### src/rtl/spi_pkg.sv
// Shared definitions for the SPI slave.
//   SYNC_STAGES : flop count per input (two metastability stages + one
//                 history flop for edge detection)
//   spi_state_e : frame state of the slave
package spi_pkg;

   localparam int SYNC_STAGES = 3;

   typedef enum logic [0:0] {
      ST_IDLE   = 1'b0,
      ST_ACTIVE = 1'b1
   } spi_state_e;

endpackage

### src/rtl/spi_slave_mode_sync_edge.sv
// sync_edge: brings one asynchronous input into the clk domain and flags
// its edges.
//   clk, rst : system clock, synchronous active-high reset
//   d        : asynchronous input
//   q        : synchronised level
//   rise     : one-cycle pulse on a synchronised 0->1 transition
//   fall     : one-cycle pulse on a synchronised 1->0 transition
module sync_edge
   import spi_pkg::*;
#(
   parameter logic RST_VAL = 1'b0
) (
   input  logic clk,
   input  logic rst,
   input  logic d,
   output logic q,
   output logic rise,
   output logic fall
);

   logic [SYNC_STAGES-1:0] sr;

   always_ff @(posedge clk) begin
      if (rst) sr <= {SYNC_STAGES{RST_VAL}};
      else     sr <= {sr[SYNC_STAGES-2:0], d};
   end

   // sr[SYNC_STAGES-2] is the last synchroniser stage; the top bit is its
   // one-cycle history, used only for edge detection.
   assign q    = sr[SYNC_STAGES-2];
   assign rise =  sr[SYNC_STAGES-2] & ~sr[SYNC_STAGES-1];
   assign fall = ~sr[SYNC_STAGES-2] &  sr[SYNC_STAGES-1];

endmodule

### src/rtl/spi_slave_mode.sv
// spi_slave_mode: oversampled SPI slave, all four SPI modes.
//   clk, rst          : system clock, synchronous active-high reset
//   sck, mosi, ssel   : SPI pins (asynchronous, ssel active low)
//   miso, miso_oe     : SPI data out and its enable (high while in a frame)
//   rx_data, rx_valid : last complete received word and its update strobe
//   tx_data, tx_valid,
//   tx_ready          : valid/ready load of the single-word holding register
//   tx_underrun       : strobe, a word started with the holding register empty
//   frame_end         : strobe, ssel deasserted while in a frame
module spi_slave_mode
   import spi_pkg::*;
#(
   parameter int WIDTH     = 8,
   parameter int CPOL      = 0,
   parameter int CPHA      = 0,
   parameter int MSB_FIRST = 1
) (
   input  logic             clk,
   input  logic             rst,
   input  logic             sck,
   input  logic             mosi,
   input  logic             ssel,
   output logic             miso,
   output logic             miso_oe,
   output logic [WIDTH-1:0] rx_data,
   output logic             rx_valid,
   input  logic [WIDTH-1:0] tx_data,
   input  logic             tx_valid,
   output logic             tx_ready,
   output logic             tx_underrun,
   output logic             frame_end
);

   localparam int            CW   = $clog2(WIDTH);
   localparam logic [CW-1:0] LAST = CW'(WIDTH - 1);

   logic sck_q, sck_rise, sck_fall;
   logic mosi_q, mosi_rise, mosi_fall;
   logic ssel_q, ssel_rise, ssel_fall;
   logic unused_sync;

   // sck resets to its idle level; ssel resets low so a reset taken in the
   // middle of a frame cannot fake a select edge and restart that frame.
   sync_edge #(.RST_VAL(1'(CPOL))) u_sync_sck (
      .clk(clk), .rst(rst), .d(sck), .q(sck_q), .rise(sck_rise), .fall(sck_fall));
   sync_edge #(.RST_VAL(1'b0)) u_sync_mosi (
      .clk(clk), .rst(rst), .d(mosi), .q(mosi_q), .rise(mosi_rise), .fall(mosi_fall));
   sync_edge #(.RST_VAL(1'b0)) u_sync_ssel (
      .clk(clk), .rst(rst), .d(ssel), .q(ssel_q), .rise(ssel_rise), .fall(ssel_fall));

   assign unused_sync = ^{sck_q, mosi_rise, mosi_fall, ssel_q};

   logic sample_edge, shift_edge;
   assign sample_edge = (CPOL == CPHA) ? sck_rise : sck_fall;
   assign shift_edge  = (CPOL == CPHA) ? sck_fall : sck_rise;

   spi_state_e       state;
   logic [CW-1:0]    bitcnt;
   logic [WIDTH-1:0] rx_shift, rx_next;
   logic [WIDTH-1:0] tx_shift;
   logic [WIDTH-1:0] hold_data;
   logic             hold_full;
   logic             wrap_pend;    // next shift edge starts a new word
   logic             commit_pend;  // CPHA=0: word preloaded, not yet committed
   logic             commit_full;  // holding register state at preload time
   logic             end_pend;     // delays frame_end behind a final rx_valid

   always_comb begin
      rx_next = (MSB_FIRST != 0) ? {rx_shift[WIDTH-2:0], mosi_q}
                                 : {mosi_q, rx_shift[WIDTH-1:1]};
   end

   assign tx_ready = ~hold_full;
   assign miso_oe  = (state == ST_ACTIVE);
   assign miso     = (state != ST_ACTIVE) ? 1'b0 :
                     (MSB_FIRST != 0)     ? tx_shift[WIDTH-1] : tx_shift[0];

   always_ff @(posedge clk) begin
      rx_valid    <= 1'b0;
      tx_underrun <= 1'b0;
      end_pend    <= 1'b0;
      frame_end   <= end_pend;
      if (rst) begin
         state       <= ST_IDLE;
         bitcnt      <= '0;
         rx_shift    <= '0;
         tx_shift    <= '0;
         hold_data   <= '0;
         hold_full   <= 1'b0;
         rx_data     <= '0;
         wrap_pend   <= 1'b0;
         commit_pend <= 1'b0;
         commit_full <= 1'b0;
         frame_end   <= 1'b0;
      end else begin
         if (tx_valid && !hold_full) begin
            hold_data <= tx_data;
            hold_full <= 1'b1;
         end
         case (state)
            ST_IDLE: begin
               if (ssel_fall) begin
                  state       <= ST_ACTIVE;
                  bitcnt      <= '0;
                  commit_pend <= 1'b0;
                  // CPHA=1 loads on the first leading edge instead of here.
                  wrap_pend   <= (CPHA != 0);
                  if (CPHA == 0) begin
                     if (hold_full) begin
                        tx_shift  <= hold_data;
                        hold_full <= 1'b0;
                     end else begin
                        tx_shift    <= '0;
                        tx_underrun <= 1'b1;
                     end
                  end
               end
            end
            default: begin
               if (sample_edge) begin
                  rx_shift <= rx_next;
                  if (bitcnt == LAST) begin
                     bitcnt    <= '0;
                     rx_data   <= rx_next;
                     rx_valid  <= 1'b1;
                     wrap_pend <= 1'b1;
                  end else begin
                     bitcnt <= bitcnt + CW'(1);
                  end
                  // First sample of a preloaded CPHA=0 word: the word really
                  // started, so consume the holding register or flag underrun.
                  if (commit_pend) begin
                     commit_pend <= 1'b0;
                     if (commit_full) hold_full   <= 1'b0;
                     else             tx_underrun <= 1'b1;
                  end
               end
               if (shift_edge) begin
                  if (wrap_pend) begin
                     wrap_pend <= 1'b0;
                     tx_shift  <= hold_full ? hold_data : '0;
                     if (CPHA == 0) begin
                        // Trailing edge of the previous word: the master may
                        // end the frame here, so only peek at the holding
                        // register and commit on the next sample edge.
                        commit_pend <= 1'b1;
                        commit_full <= hold_full;
                     end else if (hold_full) begin
                        hold_full <= 1'b0;
                     end else begin
                        tx_underrun <= 1'b1;
                     end
                  end else begin
                     tx_shift <= (MSB_FIRST != 0) ? {tx_shift[WIDTH-2:0], 1'b0}
                                                  : {1'b0, tx_shift[WIDTH-1:1]};
                  end
               end
               // Any partial word is dropped; the holding register is kept.
               if (ssel_rise) begin
                  state       <= ST_IDLE;
                  bitcnt      <= '0;
                  wrap_pend   <= 1'b0;
                  commit_pend <= 1'b0;
                  end_pend    <= 1'b1;
               end
            end
         endcase
      end
   end

endmodule

### config.mk
export PLATFORM = sky130hd
export DESIGN_NAME = spi_slave_mode
export DESIGN_NICKNAME = d
export VERILOG_FILES = /design/src/rtl/spi_pkg.sv /design/src/rtl/spi_slave_mode_sync_edge.sv /design/src/rtl/spi_slave_mode.sv
export SDC_FILE = /design/constraint.sdc
export NUM_CORES = 1
export LEC_CHECK = 0
export CAP_MARGIN = 5
export CORE_ASPECT_RATIO = 0.6
export CORE_UTILIZATION = 32
export DETAILED_ROUTE_END_ITERATION = 8
export SLEW_MARGIN = 5
export SYNTH_ARGS = -nofsm -noshare
export SYNTH_HDL_FRONTEND = slang
export SYNTH_SLANG_ARGS = --single-unit
### constraint.sdc
create_clock -name clk -period 3.5 [get_ports clk]
set_clock_uncertainty 0.15 [all_clocks]
set_input_delay 0.7 -clock clk [delete_from_list [all_inputs] [get_ports clk]]
set_output_delay 0.7 -clock clk [all_outputs]
set_load 0.02 [all_outputs]
# == Word level (Yosys, flattened, before mapping) ==
# Cells that the tools add are included.
# op_classes
addsub,1
mul,0
div_mod_pow,0
n_lt_le_gt_ge,0
n_eq_ne,3
shifts,0
n_mux,41
bitwise,11
reduce_logical,10
# op_table
operator,n
8-bit two-way mux,5
1-bit two-way mux,31
3-bit two-way mux,5
1-bit NOT,7
2-bit AND reduction,3
3-bit AND reduction,2
1-bit bitwise AND,4
3-bit by 1-bit adder with 3-bit output (second input constant),1
3-bit equality test (second input constant),1
3-bit inequality test (second input constant),1
3-bit OR reduction,1
2-bit inequality test (second input constant),1
2-bit nonzero test,1
2-bit OR reduction,1
1-bit logical AND,1
1-bit logical NOT,1
# word_totals
register_bits,51
latch_bits,0
ram_bits,0
romBits,0
in_bits,14
wordCells,83
mem_count,0

# == Depth between registers and ports, before layout ==
# depth
word_depth,7
depth_mapped,6

# == By module ==
# Synthesis repeated with hierarchy kept, for this count alone.
# unflattened
cells_unflattened,231
area_unflattened_um2,2025.7
# modules_own_cells
mod,n_inst,cells_each,area_each_um2,seq_area_each_um2
spi_slave_mode,1,207,1751.7,860.8
sync_edge,3,8,91.3,60.1

# == Worst setup path after synthesis ==
# Ideal clock, no wire load.
# synth_timing
path_kind,register to output
from,register state (netlist: miso_oe)
to,output miso
arrival_time_ps,942
required_ps,2650
setup_slack_ps,1708
stages_incl_launch_ff,3
n_path_buf,1
cell_sequence,dfxtp_1 > buf_4 > and2_1
# synth_between
elab_chain_len,1
# synth_lines
element,line,text
"start, declared",spi_slave_mode.sv:57,spi_state_e state;
"start signal, assigned",spi_slave_mode.sv:84,state <= ST_IDLE;
"start signal, assigned",spi_slave_mode.sv:103,state <= ST_ACTIVE;
"start signal, assigned",spi_slave_mode.sv:160,state <= ST_IDLE;
1-bit two-way mux,spi_slave_mode.sv:75,assign miso = (state != ST_ACTIVE) ? 1'b0 :
"end, declared",spi_slave_mode.sv:23,"output logic miso,"
# No other way between the ends.

# == Worst setup path after layout ==
# Same ends and word-level chain as after synthesis.

==> metrics.yaml <==
setup_path:
  cp-start-kind: "flip-flop"
  slowest_stage: "dfxtp_1"
  r2r_setup_slack_ps: 1270
  reg2reg_from: "miso_oe"
  regToRegEndpoint: "tx_shift[4]"
  r2r_cells: 3
  cpPeakStageDelay_ps: 660
  path_cells: "and2_1 > clkdlybuf4s50_1"
  worstPathArrival_ps: 1750
  cp-end-kind: "output port"
  crit_path_max_fanout: 16
  crit_type: "flip-flop to output port"
  cp_data_required_time_ps: 2650
synthesis:
  synth_edf_count: 0
  syn_inst: 227
  yosys_warnings: 0
  yosys_register_bits: 51
  synth_seq_area_share_pct: 50.8
  synth_top_cells_by_area: "dfxtp_1 (51%), nand2_1 (10%), a21oi_1 (6.2%), a311oi_2 (5.2%), nor2b_1 (4.0%)"
  synth.most_common_cell: "nand2_1"
  synth_largest_area_cell: "dfxtp_1"
  ys_types: 36
  yosysTopAreaCellShare_pct: 50.8
  async_reset_ff_share_pct: 0
  synth_area_per_cell_sq_um: 8.85
  synth_commonest_cells: "nand2_1 (54), dfxtp_1 (51), a21oi_1 (25), nor2b_1 (13)"
  synth_ff_type: "dfxtp_1"
  syn-num-nets: 243
  netlist_area_sq_um: 2010
pwr:
  switchingPower_mw: 0.247
  p_per_area_nw_per_um2: 423
  seq_power_share_pct: 59.8
  ir_worst_vdd_mv: 0.153
  switching_share_pct: 24.4
  p_leak_nw: 0.810
  clock_power_share_pct: 33.5
  share_comb_of_total_power_pct: 6.7
  internal_power_mw: 0.767
die:
  die_h_microns: 63.4
  die_x_microns: 104
  coreArea_sq_um: 5810
  rows: 21
  ios: 28
  dieArea_sq_um: 6610
  start_util_pct: 34.6
route:
  drc: 0
  detail_route.vias_per_cell: 4.68
  vias: 1535
  drtIter0Drc: 116
  drt_wl_total_microns: 4160
  dr.pass1.iters: 4
  drtAntennaViolNets: 0
  wire_per_inst_microns: 12.7
timing:
  clock.fmax_ghz: 0.384
  max_slew.worst_pin.slew_ps: 698
  maxSlewHeadroom_pct: 53.5
  holdWs_ps: 300
  rsz0062_at_grt: "no"
  finalSetupViolCount: 0
  fin_crit_sh_pct: 74.3
  drv_slew: 0
  hold_viol: 0
  fin_setup_tns_ps: 0
  finalCriticalPeriod_ps: 2600
clocking:
  post_cts_resized: 0
  postCtsSetupRepairBufs: 0
  cts_tree: "done"
  clockRootBuffer: "clkbuf_8"
  cts.clk_slew.worst_paths_ps: 90
  cts.path.max_buffers: 2
  clock_latency_ps: 300
  cts.hold.buffers_added: 0
  clkSinkCount: 51
  cts_made_buffers: 5
  htreeDepth: 2
grt:
  grt_max_degree: 32
  grt_pass1_wl_microns: 7180
  grt_pass1_vias: 1445
  grt_overflow: 0
  grt_usage_pct: 13.8
  antenna_found_initial: 0
final_layout:
  nets: 263
  fin_area_sq_um: 2400
  area_growth_pct: 19.3
  multi_input_comb_area_sq_um: 881
  fillers: 586
  fin_util_pct: 41.3
  drive_above_1_share_pct: 8.47
  seqCellArea_sq_um: 1020
  stdcell_count: 328
  antenna_cells: 0
min_path:
  min_delay_worst_endpoint: "frame_end"
  hp-class: "flip-flop to flip-flop"
  hp-start: "end_pend"
  holdPathStages: 1
placement:
  dp_cells: 320
  dp_hpwl_microns: 2920
  dpl-instance-area_sq_um: 2310
  gp_congestion: 0.734
  io_buffers: 27
flow_run:
  cap_violations: 0
run_status:
  outcome: "complete, no violations"
## cells in the final DEF, fill, tap and decap left out, types with 2 or more instances in the layout
cell type / n
ha_1: 2
nand3_1: 8
a32o_1: 2
and3b_1: 3
a21oi_1: 25
inv_1: 7
clkbuf_8: 5
nor3_1: 8
o31ai_1: 2
nand2_1: 54
nor2_1: 5
clkinv_2: 2
nor2b_1: 13
nand4_1: 3
nand2b_1: 3
a311oi_2: 7
dfxtp_1: 51
o21ai_0: 3
buf_4: 2
clkdlybuf4s50_1: 26
## per-layer routing
metal	GRT usage, %	wire (microns)	up-vias
met4	3.21	15	0
met5	0	0	-
met2	16.1	1470	40
li1	-	-	811
met3	4.55	244	2
met1	22.6	2430	682
## how the worst max path moves through the flow
stage          cells past startpoint  endpoint  slack, ps    start
2_1_floorplan                      2      miso       1710  miso_oe
3_3_place_gp                       2      miso       1270  miso_oe
3_5_place_dp                       2      miso       1230  miso_oe
4_1_cts                            2      miso        890  miso_oe
5_1_grt                            2      miso        770  miso_oe
6_report                           2      miso        900  miso_oe
## stage by stage
stage                     setup WS [ps]  power, mW
after floorplan                    1710      0.661
final                               898       1.01
after global placement             1270      0.687
after detailed placement           1230      0.688
after CTS                           893       1.03
after global routing                771       1.07
## state kept, by name, summed over array words and instances, names as in the netlist
register and flops:
bitcnt 3, commit_full 1, commit_pend 1, end_pend 1, frame_end 1, hold_data 8, hold_full 1, miso_oe 1
rx_data 8, rx_shift 7, rx_valid 1, tx_shift 8, tx_underrun 1, u_sync_mosi.sr 2, u_sync_sck.sr 3, u_sync_ssel.sr 3
wrap_pend 1
## critical path, delay by kind of cell (launching register included)
kind | cells | cell delay (ps)
flip-flops | 1 | 660
AND/OR/NAND/NOR | 1 | 200
buffers and inverters | 1 | 590
## power groups by stage
stage          clock, mW  sequential [mW]  combinational [mW]
6_report           0.340            0.606              0.0683
5_1_grt            0.380            0.609              0.0760
4_1_cts            0.353            0.606              0.0686
3_5_place_dp           0            0.620              0.0683
3_3_place_gp           0            0.619              0.0676
2_1_floorplan          0            0.614              0.0478
## layout make-up
type / count / area share, %
clock buffers: 5 / 2.87
clock inverters: 3 / 0.783
inverters: 7 / 1.10
multi-input cells: 153 / 36.8
flip-flops and latches: 51 / 42.6
well taps: 80 / 4.18
repair buffers: 29 / 11.7
## logic make-up (layout without fill, tap and decap cells)
group	Yosys count	count (layout)	share of synthesized area, %
muxes	1	1	0.498
adders and majority gates	2	2	1.25
buffers and inverters	23	44	5.30
and+or+nand+nor	105	105	25.7
DFF	51	51	50.8
AOI/OAI and AO/OA	45	45	16.4
Note: power is estimated with default switching activity, not from simulation.
